File: config.mk
export PLATFORM = sky130hd
export DESIGN_NAME = hamming_unpack
export DESIGN_NICKNAME = d
export VERILOG_FILES = /design/src/rtl/hamming_unpack.sv
export SDC_FILE = /design/constraint.sdc
export NUM_CORES = 1
export LEC_CHECK = 0
export ABC_AREA = 1
export CAP_MARGIN = 40
export CELL_PAD_IN_SITES_DETAIL_PLACEMENT = 0
export CELL_PAD_IN_SITES_GLOBAL_PLACEMENT = 2
export CORE_MARGIN = 3
export CORE_UTILIZATION = 30
export CTS_BUF_LIST = sky130_fd_sc_hd__clkbuf_4 sky130_fd_sc_hd__clkbuf_8 sky130_fd_sc_hd__clkbuf_16
export DETAILED_ROUTE_END_ITERATION = 7
export PLACE_DENSITY_LB_ADDON = 0.1
export SLEW_MARGIN = 20
export SYNTH_ARGS = -nofsm -noshare
export SYNTH_HDL_FRONTEND = slang
export SYNTH_SLANG_ARGS = --single-unit
File: constraint.sdc
create_clock -name clk_i -period 4.1 [get_ports clk_i]
set_input_delay 0.615 -clock clk_i [delete_from_list [all_inputs] [get_ports clk_i]]
set_output_delay 0.615 -clock clk_i [all_outputs]
set_load 0.005 [all_outputs]
File: src/rtl/hamming_unpack.sv
`default_nettype none
// ============================================================================
// Module   : hamming_unpack
// Purpose  : SECDED (extended Hamming) decoder with a two-stage valid/ready
//            pipeline and saturating error counters.
//            Stage 1 registers the codeword, its syndrome and overall parity.
//            Stage 2 classifies, corrects single-bit errors, strips parity
//            positions and presents the decoded payload.
// Revision : 1.0 - initial release
// ----------------------------------------------------------------------------
// Ports
//   clk_i           in   1            clock, rising edge
//   rst_i           in   1            asynchronous active-high reset
//   in_valid_i      in   1            codeword valid
//   in_ready_o      out  1            codeword accepted this cycle
//   code_i          in   CODED_WIDTH  bit 0 overall parity, bits 2^i parity
//   out_valid_o     out  1            decoded word valid
//   out_ready_i     in   1            downstream accepts
//   data_o          out  DATA_WIDTH   decoded (corrected when possible) data
//   corrected_o     out  1            single-bit error corrected
//   uncorrectable_o out  1            double error or out-of-range syndrome
//   clr_counts_i    in   1            synchronous clear of both counters
//   corr_count_o    out  16           saturating corrected-word count
//   uncorr_count_o  out  16           saturating uncorrectable-word count
// ============================================================================
module hamming_unpack #(
  parameter  int DATA_WIDTH  = 32,
  // Smallest p with 2^p >= DATA_WIDTH + p + 1. With x = clog2(D+1) the answer
  // is always x or x+1, and clog2(D + x + 1) selects between them.
  localparam int ADDR_WIDTH  = $clog2(DATA_WIDTH + $clog2(DATA_WIDTH + 1) + 1),
  localparam int CODED_WIDTH = DATA_WIDTH + ADDR_WIDTH + 1
) (
  input  logic                   clk_i,
  input  logic                   rst_i,
  input  logic                   in_valid_i,
  output logic                   in_ready_o,
  input  logic [CODED_WIDTH-1:0] code_i,
  output logic                   out_valid_o,
  input  logic                   out_ready_i,
  output logic [DATA_WIDTH-1:0]  data_o,
  output logic                   corrected_o,
  output logic                   uncorrectable_o,
  input  logic                   clr_counts_i,
  output logic [15:0]            corr_count_o,
  output logic [15:0]            uncorr_count_o
);

  localparam logic [15:0] CNT_MAX = 16'hFFFF;

  // Codeword position of data bit k: the k-th index >= 3 that is not a power
  // of two.
  function automatic int data_pos(input int k);
    int cnt;
    int pos;
    cnt = 0;
    pos = 0;
    for (int j = 3; j < CODED_WIDTH; j++) begin
      if ((j & (j - 1)) != 0) begin
        if (cnt == k) pos = j;
        cnt++;
      end
    end
    return pos;
  endfunction

  // Stage 1 state
  logic                   s1_valid_q, s1_valid_d;
  logic [CODED_WIDTH-1:0] s1_code_q,  s1_code_d;
  logic [ADDR_WIDTH-1:0]  s1_syn_q,   s1_syn_d;
  logic                   s1_par_q,   s1_par_d;
  // Stage 2 state
  logic                   s2_valid_q, s2_valid_d;
  logic [DATA_WIDTH-1:0]  data_q,     data_d;
  logic                   corr_q,     corr_d;
  logic                   uncorr_q,   uncorr_d;
  // Counters
  logic [15:0]            corr_cnt_q,   corr_cnt_d;
  logic [15:0]            uncorr_cnt_q, uncorr_cnt_d;

  logic                   s1_advance;
  logic                   s2_advance;
  logic                   out_fire;
  logic [ADDR_WIDTH-1:0]  syn_calc;
  logic                   par_calc;
  logic                   syn_in_range;
  logic                   is_corr;
  logic                   is_uncorr;
  logic [CODED_WIDTH-1:0] fixed_code;
  logic [DATA_WIDTH-1:0]  extract;

  // Stage 2 frees up when empty or when its word leaves; stage 1 then follows.
  assign s2_advance = !s2_valid_q || out_ready_i;
  assign s1_advance = !s1_valid_q || s2_advance;
  assign in_ready_o = s1_advance;
  assign out_fire   = s2_valid_q && out_ready_i;

  // Syndrome bit i covers every codeword index with bit i set.
  always_comb begin
    syn_calc = '0;
    for (int j = 1; j < CODED_WIDTH; j++) begin
      for (int i = 0; i < ADDR_WIDTH; i++) begin
        if (((j >> i) & 1) == 1) syn_calc[i] = syn_calc[i] ^ code_i[j];
      end
    end
    par_calc = ^code_i;
  end

  // Classification. Odd parity with an in-range syndrome is a single error;
  // syndrome 0 in that case means the overall parity bit itself flipped.
  always_comb begin
    syn_in_range = (32'(s1_syn_q) < CODED_WIDTH);
    is_corr      = s1_par_q && syn_in_range;
    is_uncorr    = (s1_par_q && !syn_in_range) || (!s1_par_q && (s1_syn_q != '0));
    fixed_code   = s1_code_q;
    for (int j = 0; j < CODED_WIDTH; j++) begin
      if (is_corr && (s1_syn_q == ADDR_WIDTH'(j))) fixed_code[j] = ~fixed_code[j];
    end
  end

  for (genvar k = 0; k < DATA_WIDTH; k++) begin : g_extract
    localparam int POS = data_pos(k);
    assign extract[k] = fixed_code[POS];
  end

  always_comb begin
    s1_valid_d = s1_valid_q;
    s1_code_d  = s1_code_q;
    s1_syn_d   = s1_syn_q;
    s1_par_d   = s1_par_q;
    if (s1_advance) begin
      s1_valid_d = in_valid_i;
      if (in_valid_i) begin
        s1_code_d = code_i;
        s1_syn_d  = syn_calc;
        s1_par_d  = par_calc;
      end
    end
  end

  always_comb begin
    s2_valid_d = s2_valid_q;
    data_d     = data_q;
    corr_d     = corr_q;
    uncorr_d   = uncorr_q;
    if (s2_advance) begin
      s2_valid_d = s1_valid_q;
      if (s1_valid_q) begin
        data_d   = extract;
        corr_d   = is_corr;
        uncorr_d = is_uncorr;
      end
    end
  end

  // Clear wins over a same-cycle increment.
  always_comb begin
    corr_cnt_d   = corr_cnt_q;
    uncorr_cnt_d = uncorr_cnt_q;
    if (clr_counts_i) begin
      corr_cnt_d   = '0;
      uncorr_cnt_d = '0;
    end else begin
      if (out_fire && corr_q && (corr_cnt_q != CNT_MAX))
        corr_cnt_d = corr_cnt_q + 16'd1;
      if (out_fire && uncorr_q && (uncorr_cnt_q != CNT_MAX))
        uncorr_cnt_d = uncorr_cnt_q + 16'd1;
    end
  end

  always_ff @(posedge clk_i or posedge rst_i) begin
    if (rst_i) begin
      s1_valid_q   <= 1'b0;
      s1_code_q    <= '0;
      s1_syn_q     <= '0;
      s1_par_q     <= 1'b0;
      s2_valid_q   <= 1'b0;
      data_q       <= '0;
      corr_q       <= 1'b0;
      uncorr_q     <= 1'b0;
      corr_cnt_q   <= '0;
      uncorr_cnt_q <= '0;
    end else begin
      s1_valid_q   <= s1_valid_d;
      s1_code_q    <= s1_code_d;
      s1_syn_q     <= s1_syn_d;
      s1_par_q     <= s1_par_d;
      s2_valid_q   <= s2_valid_d;
      data_q       <= data_d;
      corr_q       <= corr_d;
      uncorr_q     <= uncorr_d;
      corr_cnt_q   <= corr_cnt_d;
      uncorr_cnt_q <= uncorr_cnt_d;
    end
  end

  assign out_valid_o     = s2_valid_q;
  assign data_o          = data_q;
  assign corrected_o     = corr_q;
  assign uncorrectable_o = uncorr_q;
  assign corr_count_o    = corr_cnt_q;
  assign uncorr_count_o  = uncorr_cnt_q;

endmodule
`default_nettype wire

; Word level (Yosys, flattened, before mapping)
; Cells that the tools add are included.
[totals]
ff_bits = 114
input_bits = 44
output_inout_bits = 68
wordCells = 258
[classes]
add_sub_neg = 2
magnitude_cmp = 1
n_eq_ne = 34
mux = 36
bitwise_logic = 122
reduce_logical = 53
[op_table]
columns = operator, n
row1 = $eq A6 B5 Y1 const B, 15
row2 = $xor A1 B1 Y1, 90
row3 = $mux W16, 4
row4 = $eq A6 B4 Y1 const B, 7
row5 = $logic_and A1 B1 Y1, 40
row6 = $reduce_xor A39 Y1, 1
row7 = $eq A6 B6 Y1 const B, 6
row8 = $add A16 B1 Y16 const B, 2
row9 = $mux W1, 32
row10 = $ne A16 B16 Y1 const B, 2
row11 = $not A1 Y1, 32
row12 = $eq A6 B3 Y1 const B, 3
row13 = $eq A6 B2 Y1 const B, 1
row14 = $lt A6 B6 Y1 const B, 1
row15 = $reduce_bool A6 Y1, 1
row16 = $logic_not A1 Y1, 4
row17 = $reduce_and A2 Y1, 2
row18 = $reduce_bool A2 Y1, 2
row19 = $logic_or A1 B1 Y1, 3

; Logic depth before layout (Yosys ltp)
; Gate-level depths: netlist of the first run.
[depth]
ltp_word = 18
mapped_depth = 15

; Worst setup path after synthesis of the first run
; No wires, ideal clock.
[synth_timing]
path_kind = in2reg
startpoint = in code_i[15]
endpoint = reg s1_par_q
t_arrival_ps = 1557
required_time_ps = 3982
slack_ps = 2425
stages = 13
n_path_buf = 1
path_cell_list = buf_2 -> xor2_1 -> nand2_1 -> nand2_1 -> nand2_1 -> nand2_1 -> nand2_1 -> nand2_1 -> nand2_1 -> nand2_1 -> nand2_1 -> nand3_1 -> nand2_1
[synth_between]
elab_chain_len = 1
[synth_lines]
columns = item, line
row1 = from (decl), 37  ; input logic [CODED_WIDTH-1:0] code_i,
row2 = $reduce_xor A39 Y1, 105  ; par_calc = ^code_i;
row3 = to (signal assigned), 186  ; s1_par_q <= s1_par_d;
row4 = to (decl), 70  ; logic s1_par_q, s1_par_d;
; Every way passes these cells.
; A chain may end at the register's enable or synchronous reset.

; Worst setup path in the final report of the first run
[layout_timing]
startpoint = in out_ready_i
endpoint = out in_ready_o
[layout_between]
elab_chain_len = 2
[layout_lines]
columns = item, line
row1 = from (decl), 39  ; input logic out_ready_i,
row2 = $logic_or A1 B1 Y1, 92  ; assign s2_advance = !s2_valid_q || out_ready_i;
row3 = $logic_or A1 B1 Y1, 93  ; assign s1_advance = !s1_valid_q || s2_advance;
row4 = to (decl), 36  ; output logic in_ready_o,
; Every way passes these cells.

==> run summary, run 1 <==
Leak Pwr: 0.003606 uW
Netlist Area Pre-Place: 6223 um2
CP required: 3.48 ns
Clock latency on the worst-skew pair: 0.35 ns
Layout cell share with drive strength beyond 1: 3.586%
Via count: 5513
Remaining Overflow, GRT: 0
Post-Syn Instances: 865
# H-tree levels: 3
Root buffer cell: clkbuf_16
Initial antenna violation count: 0
Antenna Nets Post-Route: 0
Final Cell Area: 7918 um2
Ant diodes: 0
Dpl hpwl: 14010 um
Critical Path Start Type: input pin
Crit path max fanout: 3
CTS buffer count: 9
CTS tree: done
Area Overhead vs Synth: 27.22%
PD cells: 400.8 nW/um2
Final TNS setup: 0 ns
Unrepaired setup endpoints after global routing: false
Clock Pin Slew Worst Setup and Hold Paths: 0.07 ns
Post-CTS sizing: 0
Register area share after synthesis: 43.02%
DRC: 0
TritonRoute pass-1 iters: 4
Number of flops mapped to enable cells by yosys: 0
First-pass GRT wire length: 28840 um
Synth Flop Type: dfrtp_1
Initial core utilization: 30.66%
Worst Hold Class: reg -> reg
Synthesized flop and latch total: 107
CP max-delay cell: clkdlybuf4s50_1
Max-Cap Viols: 0
Die H: 150.0 um
Worst hold path stage count: 2
Placeable Area: 20300 um2
Placed inst area: 7635 um2
CP endpoint kind: output port
Worst path max stage delay: 0.54 ns
Layout Nets: 1017
Clk_skew: 0.009555 ns
Routed wire per std cell: 14.30 um
Final worst path period need: 2.435 ns
Reg-to-reg slack, setup: 2.00 ns
CP Data Arrival Time: 1.82 ns
FMAX: 410.7 MHz
GPL Wtd Cong: 0.8328
Period Utilization, post-route: 59.39%
Deepest clock path buffer count: 2
FF-to-FF path depth: 10
Max_slew headroom: 55.99%
R2r startpoint: uncorr_count_o[1]
Via/cell ratio: 4.425
Worst IR drop on VDD: 0.2139 mV
Number of global-route vias before repair: 5424
Hold endpoint: data_o[22]
Rows: 52
Post-CTS Setup Bufs: 0
CP Class: in -> out
Yosys warns: 0
Die area: 22510 um2
Largest net degree at the start of global routing: 62
Post-synth ARST share: 100.0%
Syn_area_per_cell: 7.195 um2
Most common cell on crit path: clkdlybuf4s50_1
Reg2reg end: uncorr_count_o[15]
CTS Hold Buffers Added: 0
Status: complete, no violations
Ordered list of cells on the worst path: clkdlybuf4s50_1 > inv_1 > nand3_1 > clkdlybuf4s50_1
Worst Max-Slew Pin Slew: 0.6576 ns
Distinct cells, synth: 36
Die width: 150.0 um
Number of port buffers: 111
Final Max Tran Viols: 0
Hold path start: data_o[22]
Io pins: 112
Sink Count: 107
Post-Syn Nets: 911
Final setup violation count: 0
GRT Overall Usage: 16.36%
Starting DRT DRC Count: 246
Post-Route WL: 17820 um
Fin. Hold Viols: 0
## through the flow
stage,utilization (%),setup slack [ns],cells,hold slack [ns],total power [uW]
CTS,39.00,1.665,1246,0.4889,3236
floorplan,-,0.6678,865,0.4595,1888
global placement,37.61,1.611,1230,0.4655,2378
finish,39.00,1.665,1246,0.4834,3173
global route,39.00,1.595,1246,0.5131,3419
detailed placement,37.61,1.618,1230,0.4685,2378
## per-layer routing
metal | share of wire [%] | wire, um | global-route usage, % | vias up
met2 | 47 | 8323 | 26.63 | 100
met4 | 1.0 | 183 | 3.797 | 0
met3 | 3.4 | 606 | 2.816 | 9
met5 | 0 | 0 | 0 | -
met1 | 49 | 8704 | 22.75 | 2455
li1 | - | - | - | 2949
## worst max-delay path: cells and delay by family
family | cells | cell delay (ns)
buffers and inverters | 3 | 1.07
AND/OR/NAND/NOR | 1 | 0.14
## registers in the layout, summed over array words and instances, names as in the netlist
register         cells
corr_count_o        16
s1_valid_q           1
s1_code_q           32
corrected_o          1
uncorrectable_o      1
s1_syn_q             6
uncorr_count_o      16
out_valid_o          1
data_o              32
s1_par_q             1
## cells by family after synthesis
group	count (synthesis)	share of synthesized area, %
simple gates	482	31.95
flops	107	43.02
buf+inv	106	6.514
compound gates	102	8.826
xor+xnor	66	9.288
fa+ha+maj	2	0.4020
## synthesized netlist by cell type (2+ instances only)
cell | n | area [um2]
nand2_1 | 340 | 1276
dfrtp_1 | 107 | 2678
inv_1 | 84 | 315.3
o21ai_0 | 62 | 310.3
nor2_1 | 56 | 210.2
xor2_1 | 49 | 429.2
nand3_1 | 38 | 190.2
a21oi_1 | 18 | 90.09
xnor2_1 | 17 | 148.9
nor3_1 | 16 | 80.08
clkbuf_1 | 14 | 52.55
a31oi_1 | 6 | 37.54
nand3b_1 | 6 | 45.04
nand4_1 | 6 | 37.54
nor4_1 | 5 | 31.28
o21ai_1 | 5 | 25.02
o31ai_1 | 4 | 30.03
buf_2 | 3 | 15.01
nand2_2 | 3 | 18.77
o21a_1 | 3 | 22.52
or2_2 | 3 | 18.77
buf_1 | 2 | 7.510
clkinv_1 | 2 | 7.510
ha_1 | 2 | 25.02
nor2_2 | 2 | 12.51
nor3_2 | 2 | 20.02
## how the worst max path moves through the flow
stage	from	to	slack, ns	depth (start not counted)
CTS	out_ready_i	in_ready_o	1.67	4
global route	out_ready_i	in_ready_o	1.59	4
detailed placement	out_ready_i	uncorr_count_o[15]	1.62	9
floorplan	rst_i	corr_count_o[0]	0.67	1
finish	out_ready_i	in_ready_o	1.66	4
global placement	out_ready_i	uncorr_count_o[13]	1.61	10
## cell usage in the layout (no fill, tap or decap), drive strengths merged, types with 2 or more instances in the layout
master           n
o31ai            4
o21a             3
nand3           39
nor4             6
nor2            59
xnor2           17
dfrtp          107
clkbuf          10
clkdlybuf4s50  111
xor2            49
nand2          343
nand4            6
nor3            18
nand3b           6
buf              4
clkinv           4
ha               2
or2              3
inv             86
a31oi            6
clkinvlp         2
a21oi           18
o21ai           68
## final cells by class
cell class / instances / area (um2)
fill: 2201 / 12380
inverter: 86 / 325.3
tap: 270 / 337.8
multi-input combinational: 652 / 3141
clock inverter: 6 / 50.05
sequential: 107 / 2678
timing repair buffer: 115 / 1154
clock buffer: 10 / 232.7
## where the power goes
part | total, uW | internal [uW] | switching (uW) | leakage, uW
combinational | 961 | 439 | 522 | 0.00211
sequential | 1370 | 1240 | 134 | 0.00137
clock | 841 | 426 | 414 | 0.000133
Power figures use the tool's default switching activity.
==> run 2: changes to the inputs <==
Clock period 4.1 ns to 2.4 ns, I/O delays scaled along.
==> run 2 against run 1 <==
Effect of this change: setup slack got worse by 1.3 ns; core utilization rose by 0.62 points; via count rose by 1.4%; non-clock buffer count rose by 11; register-to-register slack got worse by 1.6 ns; combinational power rose by 74%; largest power group unchanged; final cell count rose by 0.88%; die area did not move; routed wire length rose by 0.72%; critical endpoint unchanged; clock skew rose by 0.0010 ns; highest routed layer unchanged; global-route usage barely moved; sequential share of layout area fell by 0.53 points.
==> run summary, run 2 (synthesis results as in run 1) <==
Post-Route WL: 17950 um (+0.72%)
Clk_skew: 0.01059 ns (+0.001035 ns)
Number of buffer and inverter stages on the critical path: 3 (unchanged)
Ant diodes: 0 (unchanged)
Ordered list of cells on the worst path: clkdlybuf4s50_1 > inv_1 > nand3_1 > clkdlybuf4s50_1
Most common cell on crit path: clkdlybuf4s50_1
Deepest clock path buffer count: 2 (unchanged)
Post-CTS Setup Bufs: 0 (unchanged)
CTS buffer count: 9 (unchanged)
Hold WS: 0.4644 ns (-0.01900 ns)
Leak Pwr: 0.003678 uW (+2.0%)
Dpl hpwl: 14110 um (+0.72%)
Via/cell ratio: 4.446 (+0.47%)
Commonest non-fill, non-tap cell in the layout: nand2_1
Clock Pin Slew Worst Setup and Hold Paths: 0.07 ns (about the same)
DP Worst Slack: 0.1669 ns (-1.451 ns)
CP endpoint kind: output port
Final TNS setup: 0 ns (unchanged)
Final setup violation count: 0 (unchanged)
GRT Overall Usage: 16.34% (-0.020 points)
Worst Hold Class: in -> async
P_int: 3810 uW (+81%)
Layout cell share with drive strength beyond 1: 4.661% (+1.1 points)
Final core occ: 39.62% (+0.62 points)
Placeable Area: 20300 um2 (unchanged)
CP Data Arrival Time: 1.68 ns (-0.14 ns)
Layout Nets: 1028 (+1.1%)
Die area: 22510 um2 (unchanged)
First-pass GRT wire length: 28500 um (-1.2%)
Final Max Tran Viols: 0 (unchanged)
DRC: 0 (unchanged)
Fin. Hold Viols: 0 (unchanged)
CP required: 2.04 ns (-1.44 ns)
CP Class: in -> out
Rows: 52 (unchanged)
Io pins: 112 (unchanged)
Max-Cap Viols: 0 (unchanged)
Number of global-route vias before repair: 5384 (-0.74%)
CTS tree: done
Critical Path Start Type: input pin
Starting DRT DRC Count: 319 (+30%)
Post-CTS sizing: 0 (unchanged)
Root buffer cell: clkbuf_16
Routed wire per std cell: 14.28 um (-0.16%)
Number of port buffers: 111 (unchanged)
TritonRoute pass-1 iters: 5 (+1)
Switch share: 32.72% (-1.0 points)
Psw: 1853 uW (+73%)
Status: complete, no violations
Final worst path period need: 2.043 ns
Clock power frac: 29.1% (+2.6 points)
Period Utilization, post-route: 85.13%
CTS Hold Buffers Added: 0 (unchanged)
Worst IR drop on VDD: 0.2926 mV (+37%)
Initial antenna violation count: 0 (unchanged)
FMAX: 489.5 MHz
Sequential power share: 41.5% (-1.7 points)
GPL Wtd Cong: 0.8255 (-0.88%)
Antenna Nets Post-Route: 0 (unchanged)
Worst path max stage delay: 0.57 ns (+0.03 ns)
Crit-path leading delay family: buffers and inverters
Final WS setup: 0.3570 ns (-1.308 ns)
Die H: 150.0 um (unchanged)
Sink Count: 107 (unchanged)
Worst Max-Slew Pin Slew: 0.6364 ns (-0.02122 ns)
Initial core utilization: 30.66% (unchanged)
Crit path max fanout: 3 (unchanged)
Remaining Overflow, GRT: 0 (unchanged)
PD cells: 704.1 nW/um2 (+76%)
Area Overhead vs Synth: 29.23%
Via count: 5588 (+1.4%)
Combinational power share: 29.4% (-0.9 points)
CP max-delay cell: clkdlybuf4s50_1
Die width: 150.0 um (unchanged)
Unrepaired setup endpoints after global routing: false
Fill cells: 2213 (+0.55%)
Clock latency on the worst-skew pair: 0.36 ns (about the same)
Commonest cells after routing, fill and taps aside: nand2_1, clkdlybuf4s50_1, dfrtp_1
Total power draw: 5663 uW (+78%)
Largest net degree at the start of global routing: 108 (+74%)
Max_slew headroom: 57.57% (+1.6 points)
# H-tree levels: 3 (unchanged)
run 2: final cells by class:
class,instances,area [um2],share of cell area [%]
Clock buffer,9,225.2,2.800
Multi-Input combinational cell,652,3141,39.05
Timing Repair Buffer,126,1236,15.37
Tap cell,270,337.8,4.200
Sequential cell,107,2678,33.29
Inverter,86,326.6,4.060
Clock inverter,7,98.84,1.229
run 2: final timing paths:
path	from	end	slack, ns	depth (start not counted)
min in group clk_i	data_o[3]	data_o[3]	0.48	2
worst max register to register	corr_count_o[1]	corr_count_o[10]	0.45	10
worst min register to register	data_o[3]	data_o[3]	0.48	2
worst max-delay path	out_ready_i	in_ready_o	0.36	4
worst min-delay path	rst_i	uncorr_count_o[15]	0.46	3
max in group asynchronous	rst_i	s1_code_q[17]	1.42	3
run 2: power groups by stage:
stage / registers [uW] / clock network, uW / logic, uW
finish: 2350 / 1650 / 1670
global route: 2400 / 1760 / 1900
CTS: 2350 / 1700 / 1710
detailed placement: 2390 / 0 / 1710
global placement: 2380 / 0 / 1710
floorplan: 2340 / 0 / 881
run 2: tightest hold or removal path, delay by kind of cell:
| family | cells | cell delay (ns) |
|---|---|---|
| buffers and inverters | 3 | 0.92 |
run 2: per-stage QoR:
stage,instance area (um2),cells
5_1_grt,8043,1257
6_report,8043,1257
3_5_place_dp,7719,1241
3_3_place_gp,7719,1241
2_1_floorplan,6227,865
4_1_cts,8043,1257
run 2: per-layer routing:
layer / vias up / routed length [um] / track usage [%] / part of all wire, %
met3: 17 / 568 / 1.757 / 3.2
met5: - / 0 / 0 / 0
met1: 2497 / 8578 / 22.33 / 48
met2: 104 / 8524 / 27.12 / 47
met4: 0 / 274 / 5.261 / 1.5
li1: 2970 / - / - / -
==> run 3: changes to the inputs <==
Settings changed: GPL_TIMING_DRIVEN set to 0.
==> run 3 against run 2 <==
Effect of this change: maximum frequency up 2.0%; global-route usage up 0.14 points; register-to-register slack is essentially flat; die area did not move.
==> run summary, run 3 (synthesis results as in run 1) <==
Status: complete, no violations
Remaining Overflow, GRT: 0 (unchanged)
Fin. Hold Viols: 0 (unchanged)
Die width: 150.0 um (unchanged)
Critical Path Start Type: input pin
CTS buffer count: 9 (unchanged)
Max-Cap Viols: 0 (unchanged)
DRC: 0 (unchanged)
Rows: 52 (unchanged)
Crit-path leading delay family: buffers and inverters
Final core occ: 39.96% (+0.34 points)
Worst path max stage delay: 0.55 ns (-0.02 ns)
Number of global-route vias before repair: 5496 (+2.1%)
Die H: 150.0 um (unchanged)
Dpl hpwl: 14890 um (+5.5%)
CP Data Arrival Time: 1.64 ns (-0.04 ns)
Initial antenna violation count: 0 (unchanged)
Area Overhead vs Synth: 30.34%
GRT Overall Usage: 16.48% (+0.14 points)
Post-Route WL: 17960 um (about the same)
Final setup violation count: 0 (unchanged)
Via count: 5603 (+0.27%)
TritonRoute pass-1 iters: 4 (-1)
Critical path depth in cells: 4 (unchanged)
# H-tree levels: 3 (unchanged)
Largest net degree at the start of global routing: 24 (-78%)
Clock Pin Slew Worst Setup and Hold Paths: 0.07 ns (about the same)
Layout Nets: 1037 (+0.88%)
Number of port buffers: 110 (-0.90%)
CP Capture Point: in_ready_o
Reg2reg end: corr_count_o[9]
Ant diodes: 0 (unchanged)
Worst Max-Slew Pin Slew: 0.6242 ns (-0.01227 ns)
Most common cell on crit path: clkdlybuf4s50_1
Unrepaired setup endpoints after global routing: false
Crit path max fanout: 3 (unchanged)
PD cells: 694.4 nW/um2 (-1.4%)
Sink Count: 107 (unchanged)
FMAX: 499.3 MHz (+2.0%)
Final Max Tran Viols: 0 (unchanged)
Commonest non-fill, non-tap cell in the layout: nand2_1
CP Class: in -> out
Clock latency on the worst-skew pair: 0.34 ns (-0.02 ns)
Die area: 22510 um2 (unchanged)
CTS tree: done
GPL Wtd Cong: 0.8388 (+1.6%)
Routed wire per std cell: 14.18 um (-0.65%)
FF-to-FF path depth: 10 (unchanged)
Reg-to-reg slack, setup: 0.44 ns (about the same)
Commonest cells after routing, fill and taps aside: nand2_1, clkdlybuf4s50_1, dfrtp_1
Placeable Area: 20300 um2 (unchanged)
Initial core utilization: 30.66% (unchanged)
Number of buffer and inverter stages on the critical path: 3 (unchanged)
R2r startpoint: corr_count_o[1]
Post-CTS sizing: 0 (unchanged)
Crit path from: out_ready_i
Io pins: 112 (unchanged)
Worst Hold Class: in -> async
Final worst path period need: 2.003 ns (-0.04009 ns)
CP required: 2.04 ns (about the same)
Ordered list of cells on the worst path: clkdlybuf4s50_1 > inv_1 > nand3_1 > clkdlybuf4s50_1
Post-CTS Setup Bufs: 0 (unchanged)
Deepest clock path buffer count: 2 (unchanged)
Root buffer cell: clkbuf_16
CTS Hold Buffers Added: 0 (unchanged)
Placed inst area: 7789 um2 (+0.91%)
First-pass GRT wire length: 29120 um (+2.2%)
Starting DRT DRC Count: 355 (+11%)
Clk_skew: 0.01089 ns (+0.0002973 ns)
CP endpoint kind: output port
Worst IR drop on VDD: 0.3251 mV (+11%)
Leak Pwr: 0.003687 uW (+0.26%)
CP max-delay cell: clkdlybuf4s50_1
Layout cell share with drive strength beyond 1: 4.016% (-0.64 points)
Final Cell Area: 8112 um2 (+0.86%)
Period Utilization, post-route: 83.45% (-1.7 points)
Antenna Nets Post-Route: 0 (unchanged)
Via/cell ratio: 4.426 (-0.44%)
Max_slew headroom: 58.39% (+0.82 points)
-- run 3: worst min-delay path by stage --
stage	startpoint	end	slack, ns
global placement	data_o[24]	data_o[24]	0.47
detailed placement	data_o[17]	data_o[17]	0.47
CTS	rst_i	uncorr_count_o[13]	0.30
global route	rst_i	uncorr_count_o[13]	0.32
floorplan	s1_code_q[19]	s1_code_q[19]	0.46
finish	rst_i	uncorr_count_o[13]	0.30
-- run 3: layout make-up --
type,count,area (um2)
fill,2194,12190
multi-input combinational,652,3141
sequential,107,2678
timing repair buffer,115,1224
tap,270,337.8
inverter,86,326.6
clock buffer,12,247.7
buffer,20,82.58
clock inverter,4,75.07
-- run 3: where the power goes --
part | internal [uW] | leakage, uW | total (uW) | switching (uW)
sequential | 2120 | 0.00137 | 2350 | 234
clock | 951 | 0.000153 | 1600 | 650
combinational | 778 | 0.00217 | 1680 | 904
-- run 3: metrics by stage --
stage                     setup WS [ns]  hold slack [ns]  setup TNS (ns)  power [uW]  cells
after global placement          -0.4520           0.4682          -46.94        4075   1245
final                            0.3971           0.3027               0        5632   1266
after CTS                        0.4003           0.2986               0        5734   1266
after global routing             0.1804           0.3199               0        6071   1266
after detailed placement        0.06924           0.4740               0        4110   1250
after floorplan                  0.7525           0.4595               0        3226    865
-- run 3: worst register-to-register path: stages, from the launching register on --
cell,delay [ns]
dfrtp_1,0.41
ha_1,0.24
nand3_1,0.10
nor3_1,0.06
nand3_1,0.09
nand2_2,0.14
nor2_1,0.31
inv_1,0.14
nor3_1,0.22
a21oi_1,0.10
nor2_1,0.10
-- run 3: per-layer routing --
layer	vias to the layer above	GRT usage [%]	wire length, um
met3	14	1.969	585
met2	98	28.45	8819
met1	2503	22.25	8385
met5	-	0	0
met4	0	3.477	166
li1	2988	-	-
